### config.mk
export PLATFORM = sky130hd
export DESIGN_NAME = afu_issue
export DESIGN_NICKNAME = d
export VERILOG_FILES = /design/src/rtl/afu_issue.sv
export SDC_FILE = /design/constraint.sdc
export NUM_CORES = 1
export LEC_CHECK = 0
export ABC_CLOCK_PERIOD_IN_PS = 15500
export CAP_MARGIN = 10
export CORE_AREA = 2 2 137 139
export DETAILED_ROUTE_END_ITERATION = 7
export DIE_AREA = 0 0 139 141
export PLACE_DENSITY_LB_ADDON = 0.05
export SETUP_SLACK_MARGIN = 0.05
export SLEW_MARGIN = 10
export SYNTH_ARGS = -nofsm -noshare
export SYNTH_HDL_FRONTEND = slang
export SYNTH_SLANG_ARGS = --single-unit
### constraint.sdc
create_clock -name clk -period 15.5 [get_ports clk]
set_clock_uncertainty 0.05 [all_clocks]
set_input_delay 3.1 -clock clk [delete_from_list [all_inputs] [get_ports clk]]
set_output_delay 3.1 -clock clk [all_outputs]
set_load 0.01 [all_outputs]
### src/rtl/afu_issue.sv
// Two-stage issue/capture front end for the ALU functional unit (S1 drives the AFU, S2 holds the result).
// Define AFU_ISSUE_PERF_EN to add the perf_issued / perf_stall counters.
module afu_issue #(
   parameter int RSZ    = 32,
   parameter int PC_SZ  = 32,
   parameter int TAG_SZ = 5,
   parameter int SEL_SZ = 2,
   parameter int OP_SZ  = 4
) (
   input  logic              clk,
   input  logic              reset,
   input  logic              flush,
   input  logic              req_valid,
   output logic              req_ready,
   input  logic [RSZ-1:0]    req_rs1,
   input  logic [RSZ-1:0]    req_rs2,
   input  logic [RSZ-1:0]    req_imm,
   input  logic [PC_SZ-1:0]  req_pc,
   input  logic [SEL_SZ-1:0] req_sel_x,
   input  logic [SEL_SZ-1:0] req_sel_y,
   input  logic [OP_SZ-1:0]  req_op,
   input  logic [TAG_SZ-1:0] req_rd,
   output logic [RSZ-1:0]    afu_rs1_data,
   output logic [RSZ-1:0]    afu_rs2_data,
   output logic [PC_SZ-1:0]  afu_pc,
   output logic [RSZ-1:0]    afu_imm,
   output logic [SEL_SZ-1:0] afu_sel_x,
   output logic [SEL_SZ-1:0] afu_sel_y,
   output logic [OP_SZ-1:0]  afu_op,
   input  logic [RSZ-1:0]    afu_rd_data,
   output logic              rsp_valid,
   input  logic              rsp_ready,
   output logic [RSZ-1:0]    rsp_data,
   output logic [TAG_SZ-1:0] rsp_rd
`ifdef AFU_ISSUE_PERF_EN
   ,
   output logic [31:0]       perf_issued,
   output logic [31:0]       perf_stall
`endif
);

   logic              s1_valid;
   logic              s2_valid;
   logic [TAG_SZ-1:0] s1_rd;
   logic              s1_adv;
   logic              s2_adv;
   logic              accept;

   assign s2_adv    = !s2_valid || rsp_ready;
   assign s1_adv    = !s1_valid || s2_adv;
   assign req_ready = s1_adv && !flush;
   assign accept    = req_valid && req_ready;
   assign rsp_valid = s2_valid;

   // S1 data only loads on accept, so the AFU inputs stay quiet when idle.
   always_ff @(posedge clk or posedge reset) begin
      if (reset) begin
         s1_valid     <= 1'b0;
         afu_rs1_data <= '0;
         afu_rs2_data <= '0;
         afu_pc       <= '0;
         afu_imm      <= '0;
         afu_sel_x    <= '0;
         afu_sel_y    <= '0;
         afu_op       <= '0;
         s1_rd        <= '0;
      end else begin
         // NOTE: flush only clears the valid; accept is already blocked by req_ready.
         if (flush)       s1_valid <= 1'b0;
         else if (s1_adv) s1_valid <= accept;
         if (accept) begin
            afu_rs1_data <= req_rs1;
            afu_rs2_data <= req_rs2;
            afu_pc       <= req_pc;
            afu_imm      <= req_imm;
            afu_sel_x    <= req_sel_x;
            afu_sel_y    <= req_sel_y;
            afu_op       <= req_op;
            s1_rd        <= req_rd;
         end
      end
   end

   always_ff @(posedge clk or posedge reset) begin
      if (reset) begin
         s2_valid <= 1'b0;
         rsp_data <= '0;
         rsp_rd   <= '0;
      end else if (flush) begin
         s2_valid <= 1'b0;
      end else if (s2_adv) begin
         s2_valid <= s1_valid;
         if (s1_valid) begin
            rsp_data <= afu_rd_data;
            rsp_rd   <= s1_rd;
         end
      end
   end

`ifdef AFU_ISSUE_PERF_EN
   // Free-running counters; flush does not touch them and they wrap naturally.
   always_ff @(posedge clk or posedge reset) begin
      if (reset) begin
         perf_issued <= '0;
         perf_stall  <= '0;
      end else begin
         if (accept)                  perf_issued <= perf_issued + 32'd1;
         if (req_valid && !req_ready) perf_stall  <= perf_stall + 32'd1;
      end
   end
`endif

endmodule
# Word-level counts from Yosys, hierarchy flattened
# Cells that the tools add are included.
[classes]
n_mux = 4
bitwise_logic = 1
n_reduce_logical = 10
[ops]
columns = ["cell", "count"]
rows = [
  ["$mux 1", 4],
  ["$reduce_bool 2->1", 2],
  ["$logic_not 1->1", 3],
  ["$reduce_and 3->1", 1],
  ["$logic_and 1x1->1", 2],
  ["$logic_or 1x1->1", 2],
  ["$not 1->1", 1],
]
[word_totals]
regBits = 180
out_inout_bits = 175

# Logic depth before layout (Yosys ltp)
# Gate-level depths: netlist (run 1).
[logic_depth]
depth_word = 7
mapped_depth = 5
depth_no_buf = 3

# Worst setup path after synthesis (run 1)
# OpenSTA, ideal clock, no wires.
[synth_timing]
kind = "input -> output"
startpoint = "input port rsp_ready"
endpoint = "output port req_ready"
arrival_ps = 3454
path_slack_ps = 8896
stages = 2
n_path_buf = 0
path_cell_list = "and3b_1 > nor2_1"
[synth_via]
elab_chain_len = 3
[synth_lines]
columns = ["element", "line_no", "rtl"]
rows = [
  ["from (decl)", "32", "input logic rsp_ready,"],
  ["$logic_or 1x1->1", "49", "assign s2_adv = !s2_valid || rsp_ready;"],
  ["$logic_or 1x1->1", "50", "assign s1_adv = !s1_valid || s2_adv;"],
  ["$logic_and 1x1->1", "51", "assign req_ready = s1_adv && !flush;"],
  ["to (decl)", "14", "output logic req_ready,"],
]
# Every way passes these cells.

# Worst setup path in the final report (run 1)
# Ends and elaborated chain as after synthesis.

==> run summary, run 1 <==
status -> finished, final reports clean
fmax -> 0.132 GHz
hold_ws -> 0.431 ns
Fill cells -> 1,457
Max stage delay on crit path -> 0.54 ns
GP Congestion -> 0.763
CP top delay family -> buffers and inverters
clock sink count -> 180
Post-Place Cells -> 958
DR vias -> 4,561
Post-Layout Cell Count -> 989
Core ar. -> 0.0183 mm2
syn nets -> 565
Mapped Cells -> 387
Post-CTS Setup Repair Bufs -> 0
Area Growth Syn to Fin -> 64.3%
Port Buffers -> 352
final instance area -> 0.0110 mm2
Cell Area, Placed -> 0.0104 mm2
Placement Setup Slack -> 7.91 ns
Slew Limit Fails -> 0
CTS tree -> done
multi-input logic area -> 0.00207 mm2
kind of end point of the critical path -> primary output
Max transition margin -> 0.313
final worst setup slack -> 7.92 ns
CTS Buffer Depth -> 2
post-route ant nets -> 0
FF+latch area -> 0.00450 mm2
critical path's slowest cell -> clkdlybuf4s50_1
Tightest Pin Transition -> 1.03 ns
static leakage -> 4.51 nW
Die Span Y -> 141 um
PwrDens -> 121 mW/mm2
Clock transition at path regs -> 0.06 ns
Final Cycle Share -> 0.489
CTS resizes -> 0
vias in the first global route -> 4,898
ranking of synthesized cells by area -> dfrtp_1, mux2_1, mux2_2
H-tree depth -> 4
Distinct cells, synth -> 11
initial antenna violation count -> 1
CTS root buf -> clkbuf_16
Clock Latency Late Sink -> 0.42 ns
Crit path top cell by count -> clkdlybuf4s50_1
cell accounting for the most synthesized area -> dfrtp_1
Setup crit start kind -> primary input
Via density -> 4.61
first drt pass iteration count -> 4
post-layout util -> 0.601
first-pass GRT wire length -> 27,400 um
fin nets -> 921
global route total overflow -> 0
kind of critical path -> primary input to primary output
DR DRC count -> 0
Yosys top cell area share -> 0.674
Seq cells post-synth -> 180
RSZ-0062 raised after global routing -> false
critical path peak fanout -> 3
Die Area -> 0.0196 mm2
syn avg cell area -> 17.3 um2
Initial DRC Count -> 134
Starting Density -> 0.366
Yosys warnings -> 0
post-synthesis sequential area ratio -> 0.674
TNS Setup -> 0 ns
final wirelength -> 17,800 um
max-cap violations -> 0
Total GRT Usage -> 0.182
cell row count -> 50
critical path data required time -> 12.35 ns
CTS buffer count -> 17
Critical Path AT -> 4.43 ns
Tmin final -> 7.58 ns
Hold Crit Class -> flop to flop
IO Pins -> 353
Die Wd -> 139 um
final hold violations -> 0
WL per Instance -> 18.0 um
WP buf/inv -> 2
antenna fix cells -> 0
Post-CTS Hold Buffers -> 0
layout cells sized above 1 -> 0.163
crit-path cells -> clkdlybuf4s50_1 > and3b_1 > nor2_1 > clkdlybuf4s50_1
Post-DP HPWL -> 13,400 um
Cell Area, Synth -> 0.00669 mm2
Worst VDD drop -> 0.0756 mV
largest net degree at the start of global routing -> 116
Setup violations, final -> 0
Overall Power -> 1.33 mW
-- cell type report --
cell class,instances,share of cell area
tap,234,0.0267
clock buffer,23,0.0435
multi-input combinational,187,0.188
sequential,180,0.410
timing repair buffer,356,0.323
clock inverter,8,0.00706
inverter,1,0.000797
-- state kept, by name, summed over array words and instances (netlist names) --
| name | cells |
|---|---|
| afu_rs1_data | 32 |
| afu_imm | 32 |
| afu_pc | 32 |
| afu_rs2_data | 32 |
| s1_rd | 5 |
| rsp_data | 32 |
| rsp_valid | 1 |
| rsp_rd | 5 |
| afu_sel_y | 2 |
| afu_op | 4 |
| afu_sel_x | 2 |
| s1_valid | 1 |
-- cells in the final DEF, fill, tap and decap left out --
cell / n
clkdlybuf4s50_1: 352
dfrtp_1: 180
mux2_1: 90
mux2_2: 88
clkbuf_16: 17
nor2_1: 5
buf_4: 4
clkinv_2: 3
clkbuf_1: 3
clkbuf_8: 3
clkinv_4: 2
clkinvlp_4: 2
and3b_1: 1
nor3b_4: 1
inv_6: 1
nor2b_1: 1
nor3b_2: 1
bufinv_16: 1
-- per-layer routing --
| layer | part of all wire | track usage | vias up |
|---|---|---|---|
| met3 | 0.094 | 0.0740 | 35 |
| met5 | 0 | 0 | - |
| met1 | 0.37 | 0.200 | 2243 |
| li1 | - | - | 2067 |
| met4 | 0.029 | 0.0803 | 0 |
| met2 | 0.51 | 0.312 | 216 |
-- kinds of logic (layout without fill, tap and decap cells) --
kind of cell,after synthesis,in the layout,synth area share
buf+inv,20,388,0.0185
flops,180,180,0.674
mux,178,178,0.300
simple gates,9,9,0.00805
-- report_power, final --
group          switching [mW]  internal (mW)  total, mW  leakage [nW]
clock network           0.173          0.233      0.406         0.269
logic                   0.123          0.219      0.342          2.12
registers              0.0371          0.548      0.585          2.12
total                   0.333          0.999       1.33          4.51
-- cells in the mapped netlist --
master / n
nor3b_2: 1
mux2_2: 88
nor2_1: 5
buf_2: 9
buf_4: 10
dfrtp_1: 180
inv_1: 1
mux2_1: 90
nor3b_1: 1
nor2b_1: 1
and3b_1: 1
-- worst register-to-register path, stage by stage, from the launching register on --
cell,delay [ns]
dfrtp_1,0.39
and3b_1,0.23
nor3b_4,0.43
buf_4,0.64
buf_4,0.95
mux2_2,0.48
-- path summary, 6_finish.rpt --
| path | startpoint | cells past startpoint | slack (ns) | end |
|---|---|---|---|---|
| worst max-delay path | rsp_ready | 4 | 7.92 | req_ready |
| worst max register to register | s1_valid | 5 | 12.21 | afu_sel_x[1] |
| worst min-delay path | afu_pc[16] | 1 | 0.43 | afu_pc[16] |
| worst min register to register | afu_pc[16] | 1 | 0.43 | afu_pc[16] |
| min in group asynchronous | reset | 2 | 3.26 | afu_pc[8] |
| max in group asynchronous | reset | 3 | 10.68 | afu_rs2_data[18] |
(Power assumes the default switching activity.)
==> run 2: changes to the inputs <==
- ABC_CLOCK_PERIOD_IN_PS: 15500 -> 6200
- CORE_AREA: 2 2 137 139 -> unset
- CORE_ASPECT_RATIO: unset -> 0.9
- CORE_MARGIN: unset -> 2
- CORE_UTILIZATION: unset -> 36
- DIE_AREA: 0 0 139 141 -> unset
- clock period: 15.5 -> 6.2 ns (I/O delays scaled with it)
==> run summary, run 2 (synthesis gave the netlist of run 1 again) <==
status -> finished, final reports clean (unchanged)
Core ar. -> 0.0183 mm2 (about the same)
FF+latch area -> 0.00450 mm2 (unchanged)
multi-input logic area -> 0.00207 mm2 (unchanged)
most frequent cells in the layout -> clkdlybuf4s50_1, dfrtp_1, mux2_1 (unchanged)
RSZ-0062 raised after global routing -> false (unchanged)
crit-path cells -> clkdlybuf4s50_1 > and3b_1 > nor2_1 > clkdlybuf4s50_1 (unchanged)
first-pass GRT wire length -> 28,000 um (was 27,400 um)
Max stage delay on crit path -> 0.54 ns (about the same)
kind of critical path -> primary input to primary output (unchanged)
largest net degree at the start of global routing -> 181 (was 116)
WL per Instance -> 18.3 um (was 18.0 um)
first drt pass iteration count -> 2 (was 4)
H-tree depth -> 4 (unchanged)
Clock transition at path regs -> 0.07 ns (was 0.06 ns)
initial antenna violation count -> 0 (was 1)
Tmin final -> 3.88 ns
kind of end point of the critical path -> primary output (unchanged)
antenna fix cells -> 0 (unchanged)
global route total overflow -> 0 (unchanged)
Post-DP HPWL -> 13,600 um (was 13,400 um)
Die Wd -> 148 um (was 139 um)
layout cells sized above 1 -> 0.167 (was 0.163)
fmax -> 0.258 GHz
Overall Power -> 3.44 mW (was 1.33 mW)
Final Cycle Share -> 0.625
Die Area -> 0.0197 mm2 (was 0.0196 mm2)
Worst VDD drop -> 0.182 mV (was 0.0756 mV)
CTS buffer count -> 17 (unchanged)
DR vias -> 4,582 (was 4,561)
CTS Buffer Depth -> 2 (unchanged)
CTS root buf -> clkbuf_16 (unchanged)
TNS Setup -> 0 ns (unchanged)
CTS resizes -> 0 (unchanged)
GP Congestion -> 0.760 (was 0.763)
Initial DRC Count -> 140 (was 134)
Via density -> 4.58 (was 4.61)
Total GRT Usage -> 0.187 (was 0.182)
cell row count -> 47 (was 50)
final hold violations -> 0 (unchanged)
Clock Latency Late Sink -> 0.42 ns (about the same)
Post-CTS Hold Buffers -> 0 (unchanged)
critical path's slowest cell -> clkdlybuf4s50_1 (unchanged)
Tightest Pin Transition -> 1.07 ns (was 1.03 ns)
static leakage -> 4.53 nW (was 4.51 nW)
Slew Limit Fails -> 0 (unchanged)
critical path peak fanout -> 3 (unchanged)
clock sink count -> 180 (unchanged)
CTS tree -> done (unchanged)
post-route ant nets -> 0 (unchanged)
Hold Crit Class -> flop to flop (unchanged)
Setup crit start kind -> primary input (unchanged)
fin nets -> 921 (unchanged)
critical path data required time -> 4.91 ns (was 12.35 ns)
PwrDens -> 311 mW/mm2 (was 121 mW/mm2)
final wirelength -> 18,300 um (was 17,800 um)
Post-CTS Setup Repair Bufs -> 0 (unchanged)
max-cap violations -> 0 (unchanged)
Setup violations, final -> 0 (unchanged)
DR DRC count -> 0 (unchanged)
final worst setup slack -> 2.32 ns (was 7.92 ns)
Placement Setup Slack -> 2.34 ns (was 7.91 ns)
Port Buffers -> 352 (unchanged)
Area Growth Syn to Fin -> 65.5% (was 64.3%)
post-layout util -> 0.605 (was 0.601)
Fill cells -> 1,448 (was 1,457)
Crit path top cell by count -> clkdlybuf4s50_1 (unchanged)
Starting Density -> 0.366 (about the same)
Max transition margin -> 0.289 (was 0.313)
IO Pins -> 353 (unchanged)
Die Span Y -> 133 um (was 141 um)
commonest non-fill, non-tap cell in the layout -> clkdlybuf4s50_1 (unchanged)
vias in the first global route -> 5,056 (was 4,898)
Critical Path AT -> 2.59 ns (was 4.43 ns)
run 2: worst paths after layout:
path / slack [ns] / endpoint / start / cells after the start
max: 2.32 / req_ready / rsp_ready / 4
max in group asynchronous: 3.91 / afu_rs2_data[26] / reset / 3
min reg2reg: 0.43 / afu_pc[8] / afu_pc[8] / 1
max reg2reg: 3.96 / rsp_data[30] / rsp_valid / 4
min in group asynchronous: 1.31 / afu_rs2_data[8] / reset / 3
min: 0.43 / afu_pc[8] / afu_pc[8] / 1
run 2: per-stage QoR:
stage	instances	hold WS, ns	area (um2)
after CTS	1001	0.438	11100
after detailed placement	969	0.424	10500
after floorplan	387	0.423	6690
after global placement	969	0.416	10500
after global routing	1001	0.451	11100
final	1001	0.434	11100
run 2: layer usage:
layer / global-route usage / wire length [um] / vias up
met3: 0.0668 / 1710 / 34
met1: 0.204 / 6640 / 2263
li1: - / - / 2079
met4: 0.0817 / 540 / 0
met2: 0.328 / 9390 / 206
met5: 0 / 0 / -
run 2: cell type report:
class,count,share of cell area
sequential,180,0.407
timing repair buffer,356,0.322
multi-input combinational,187,0.187
clock buffer,19,0.0400
tap,245,0.0277
clock inverter,13,0.0155
inverter,1,0.000678
run 2: worst max-delay path, delay by kind of cell:
kind	cells	cell delay [ns]
buffers and inverters	2	1.02
AND/OR/NAND/NOR	2	0.33
run 2: power breakdown:
| group | total (mW) | leakage (nW) | internal, mW | switching (mW) |
|---|---|---|---|---|
| Clock | 1.12 | 0.289 | 0.652 | 0.470 |
| Combinational | 0.855 | 2.12 | 0.548 | 0.307 |
| Sequential | 1.46 | 2.12 | 1.37 | 0.0951 |
